### config.mk
export PLATFORM = sky130hd
export DESIGN_NAME = nios_system_descriptor_fetch
export DESIGN_NICKNAME = d
export VERILOG_FILES = /design/src/rtl/nios_system_descriptor_fetch.sv
export SDC_FILE = /design/constraint.sdc
export NUM_CORES = 1
export LEC_CHECK = 0
export CAP_MARGIN = 20
export CORE_ASPECT_RATIO = 0.7
export CORE_MARGIN = 2
export CORE_UTILIZATION = 34
export CTS_CLUSTER_DIAMETER = 120
export DETAILED_ROUTE_END_ITERATION = 10
export PLACE_DENSITY_LB_ADDON = 0.3
export SLEW_MARGIN = 0
export SYNTH_ARGS = -nofsm -noshare
export SYNTH_HDL_FRONTEND = slang
export SYNTH_SLANG_ARGS = --single-unit
### constraint.sdc
create_clock -name clk -period 2.7 [get_ports clk]
set_clock_uncertainty 0.15 [all_clocks]
set_input_delay 0.675 -clock clk [delete_from_list [all_inputs] [get_ports clk]]
set_output_delay 0.675 -clock clk [all_outputs]
set_load 0.05 [all_outputs]
### src/rtl/nios_system_descriptor_fetch.sv
// Walks a linked list of 4-word DMA descriptors and hands each to the DMA engine.
// Define DESC_FETCH_WRITEBACK_EN to write the OWN-cleared ctrl byte back after accept.
module nios_system_descriptor_fetch #(
  parameter int ADDR_W   = 10,
  parameter int MAX_DESC = 256
) (
  input  logic              clk,
  input  logic              reset,
  input  logic              start,
  input  logic [ADDR_W-1:0] head_addr,
  output logic              busy,
  output logic              done,
  output logic              error,
  output logic [ADDR_W-1:0] avm_address,
  output logic              avm_chipselect,
  output logic              avm_write,
  output logic [3:0]        avm_byteenable,
  output logic [31:0]       avm_writedata,
  output logic              avm_clken,
  input  logic [31:0]       avm_readdata,
  output logic              desc_valid,
  input  logic              desc_ready,
  output logic [31:0]       desc_src,
  output logic [31:0]       desc_dst,
  output logic [31:0]       desc_len,
  output logic [31:0]       desc_ctrl
);

  localparam int CNT_W = $clog2(MAX_DESC + 1);

  typedef enum logic [2:0] {
    S_IDLE, S_FETCH, S_CHECK, S_PRESENT, S_WB
  } state_e;

  state_e            state_q, state_d;
  logic [2:0]        idx_q, idx_d;
  logic [ADDR_W-1:0] cur_q, cur_d;
  logic [CNT_W-1:0]  count_q, count_d;
  logic              err_q, err_d;
  logic              done_q, done_d;
  logic [31:0]       src_q, src_d;
  logic [31:0]       dst_q, dst_d;
  logic [31:0]       len_q, len_d;
  logic [31:0]       ctrl_q, ctrl_d;
  logic              adv;

  always_ff @(posedge clk) begin
    if (reset) begin
      state_q <= S_IDLE;
      idx_q   <= '0;
      cur_q   <= '0;
      count_q <= '0;
      err_q   <= 1'b0;
      done_q  <= 1'b0;
      src_q   <= '0;
      dst_q   <= '0;
      len_q   <= '0;
      ctrl_q  <= '0;
    end else begin
      state_q <= state_d;
      idx_q   <= idx_d;
      cur_q   <= cur_d;
      count_q <= count_d;
      err_q   <= err_d;
      done_q  <= done_d;
      src_q   <= src_d;
      dst_q   <= dst_d;
      len_q   <= len_d;
      ctrl_q  <= ctrl_d;
    end
  end

  always_comb begin
    state_d = state_q;
    idx_d   = idx_q;
    cur_d   = cur_q;
    count_d = count_q;
    err_d   = err_q;
    done_d  = 1'b0;
    src_d   = src_q;
    dst_d   = dst_q;
    len_d   = len_q;
    ctrl_d  = ctrl_q;
    adv     = 1'b0;
    unique case (state_q)
      S_IDLE: begin
        if (start) begin
          cur_d   = head_addr;
          count_d = '0;
          err_d   = 1'b0;
          idx_d   = '0;
          state_d = S_FETCH;
        end
      end
      S_FETCH: begin
        // read data lags the issued address by one cycle
        idx_d = idx_q + 3'd1;
        case (idx_q)
          3'd1: src_d = avm_readdata;
          3'd2: dst_d = avm_readdata;
          3'd3: len_d = avm_readdata;
          3'd4: begin
            ctrl_d  = avm_readdata;
            state_d = S_CHECK;
          end
          default: ;
        endcase
      end
      S_CHECK: begin
        if (!ctrl_q[30] || count_q == CNT_W'(MAX_DESC)) begin
          err_d   = 1'b1;
          state_d = S_IDLE;
        end else begin
          count_d = count_q + CNT_W'(1);
          state_d = S_PRESENT;
        end
      end
      S_PRESENT: begin
        if (desc_ready) begin
`ifdef DESC_FETCH_WRITEBACK_EN
          state_d = S_WB;
`else
          adv = 1'b1;
`endif
        end
      end
      S_WB: adv = 1'b1;
      default: state_d = S_IDLE;
    endcase
    if (adv) begin
      if (ctrl_q[31]) begin
        done_d  = 1'b1;
        state_d = S_IDLE;
      end else begin
        cur_d   = ctrl_q[ADDR_W-1:0];
        idx_d   = '0;
        state_d = S_FETCH;
      end
    end
  end

  always_comb begin
    busy           = (state_q != S_IDLE);
    desc_valid     = (state_q == S_PRESENT);
    avm_chipselect = 1'b0;
    avm_write      = 1'b0;
    avm_address    = '0;
    avm_byteenable = 4'hF;
    avm_writedata  = '0;
    if (state_q == S_FETCH && idx_q < 3'd4) begin
      avm_chipselect = 1'b1;
      avm_address    = cur_q + ADDR_W'(idx_q);
    end
`ifdef DESC_FETCH_WRITEBACK_EN
    if (state_q == S_WB) begin
      avm_chipselect = 1'b1;
      avm_write      = 1'b1;
      avm_address    = cur_q + ADDR_W'(3);
      avm_byteenable = 4'b1000;
      avm_writedata  = {ctrl_q[31], 1'b0, ctrl_q[29:0]};
    end
`endif
  end

  assign avm_clken = 1'b1;
  assign done      = done_q;
  assign error     = err_q;
  assign desc_src  = src_q;
  assign desc_dst  = dst_q;
  assign desc_len  = len_q;
  assign desc_ctrl = ctrl_q;

endmodule

==> flow_metrics.tcl <==
set metrics [dict create \
    status "finished with violations" \
    violations "setup timing" \
    grt_pass1_vias 5397 \
    grt_max_degree 95 \
    placed_area_um2 8372 \
    totalWireLength_um 19340 \
    required_ns 1.88 \
    synth_edf_count 0 \
    met2_length_um 8547 \
    end_kind "output pin" \
    critical_path_class "flip-flop to output pin" \
    yosysSeqAreaShare_pct 49.09 \
    die_y_um 117.7 \
    synth.avg_cell_area_um2 7.949 \
    regArea_um2 3092 \
    fin_area_um2 9135 \
    synth_top_area_share_pct 49.09 \
    viasPerCell 4.758 \
    area_growth_pct 45.47 \
    synth_adder_area_share_pct 2.311 \
    vdd_drop_max_mv 0.2841 \
    drive_gt1_share_pct 9.621 \
    synth_top_cell_by_area "dfxtp_1" \
    grt_first_pass_wirelength_um 30040 \
    utilization_pct 50.59 \
    core_um2 18060 \
    worstRegToRegCells 6 \
    worstPathArrival_ns 2.10 \
    clkSlewWorstSetupHoldPaths_ns 0.06 \
    synth-compound-area-share_pct 14.37 \
    min_period_ns 2.922 \
    synth_top_family_by_area "simple AND/OR/NAND/NOR gates" \
    final_cell_mix "nand2_1 (263), clkdlybuf4s50_1 (174), dfxtp_1 (149)" \
    antenna_cells 0 \
    synth_ff_type "dfxtp_1" \
    io_buffer_count 188 \
    final-hold-violation-count 0 \
    pwr_density_cell_nw_per_um2 592.1 \
    postCtsHoldBufs 0 \
    cts_root_buffer "clkbuf_16" \
    drc 0 \
    synthMuxAreaShare_pct 1.913 \
    clock_latency_ns 0.41 \
    period_share_pct 108.2 \
    dr_total_vias 5772 \
    overflow 0 \
    dieArea_um2 19590 \
    multi_input_area_um2 2900 \
    syn_inst 790 \
    cts_max_level 4 \
    drv_cap 0 \
    setup_viol 7 \
    crit_fanout 4 \
    cts_tree "done" \
    wl_met3_um 1604 \
    antenna_left 0 \
    worst_pin_slew_ns 0.5943 \
    nets 1021 \
    synth_xor_area_share_pct 1.255 \
    start_kind "flip-flop" \
    max_freq_ghz 0.3423 \
    wl_per_cell_um 15.94 \
    synth-simple-area-share_pct 22.06 \
    grt_util_all_layers_pct 19.29 \
    max_slew_margin_pct 60.25 \
    initial_core_util_pct 34.78 \
    fin_ws_ns -0.2216 \
    firstDrtPassIters 5 \
    fp.dieW_um 166.4 \
    totalPowerFinal_uw 5409 \
    place_hpwl_um 12800 \
    worstHoldPathCells 2 \
    yosysWarnings 0 \
    synth.area.top_cells "dfxtp_1 (49%), nand2_1 (16%), a21oi_1 (11%)" \
    async_flop_share_pct 0 \
    power_leakage_uw 0.003217 \
    num_io_pins 227 \
    synth_area_um2 6280 \
    wl_met1_um 8984 \
    ys_types 47 \
    num_rows 41 \
    final.fill_count 1729 \
    rsz0062_at_grt "true" \
    drtIter0Drc 370 \
    cts_buffers 17 \
    antenna_found_initial 0 \
    clock_sinks 154 \
    final_common_cell "nand2_1" \
    hp-class "flip-flop to flip-flop" \
    cts_buffer_depth 2 \
    gp_congestion 0.8130 \
    ys_seq_elements 154 \
    finalMaxSlewViolations 0 \
    top_layer "met4" \
]
==> final timing paths <==
path	endpoint	from	slack [ns]
hold / removal	desc_ctrl[19]	desc_ctrl[19]	0.30
setup / recovery	avm_address[8]	cur_q[0]	-0.22
hold reg to reg	desc_ctrl[19]	desc_ctrl[19]	0.30
setup reg to reg	count_q[7]	count_q[0]	0.67
==> worst max-delay path, stage by stage, from the launching register on <==
cell,delay (ns)
dfxtp_2,0.35
ha_4,0.15
inv_2,0.04
fa_2,0.39
nor2b_4,0.18
o211ai_1,0.13
xor2_1,0.25
nor2_4,0.06
buf_12,0.15
==> repair_timing <==
item,in CTS,in global routing
setup buffers,3,1
pin swaps,7,6
resized for setup,25,5
setup endpoints to repair,10,8
endpoints found under the hold margin,0,0
==> cell type report <==
class	instances	share of cell area, %
Clock inverter	10	1.808
Clock buffer	22	5.081
Sequential cell	154	33.84
Inverter	12	0.4931
Tap cell	236	3.232
Multi-Input combinational cell	570	31.75
Timing Repair Buffer	209	23.79
==> layer usage <==
layer / global-route usage (%) / vias up
met5: 0 / -
met4: 5.119 / 0
met3: 7.061 / 17
met2: 28.38 / 186
met1: 26.62 / 2713
li1: - / 2856
==> flip-flops by register name (all words and copies together) (netlist names) <==
name / count
desc_ctrl: 32
done: 1
cur_q: 10
idx_q: 3
count_q: 9
state_q: 2
desc_src: 32
error: 1
desc_dst: 32
desc_len: 32
==> where the power goes <==
part	switching, µW	total (µW)	leakage [µW]	internal [µW]
registers	23.7	2320	0.00125	2300
logic	363	535	0.00166	171
clock network	946	2550	0.000309	1600
==> through the flow <==
| step | instances | worst slack [ns] | setup TNS [ns] | hold slack (ns) |
|---|---|---|---|---|
| floorplan | 826 | -0.3004 | -0.3004 | 0.2970 |
| global placement | 1177 | 0.04955 | 0 | 0.2911 |
| detailed placement | 1177 | -0.004906 | -0.004906 | 0.2964 |
| CTS | 1212 | -0.2338 | -0.8363 | 0.3049 |
| global route | 1213 | -0.3306 | -2.021 | 0.3235 |
| finish | 1213 | -0.2216 | -1.241 | 0.3017 |
==> cells by family after synthesis <==
group                    after synthesis
AO/OA/AOI/OAI                        164
other                                  2
XOR/XNOR                               9
buffers and inverters                102
multiplexers                          12
adder cells (fa/ha/maj)               11
flip-flops                           154
AND/OR/NAND/NOR                      336
==> cells in the mapped netlist (all sizes together), types with 6 or more instances <==
cell,number
nand2,264
dfxtp,154
a21oi,133
buf,60
nor2,32
clkbuf,30
a211oi,13
inv,12
mux2i,12
ha,10
nand3,7
and2,6
nor3,6
(Power assumes the default switching activity.)
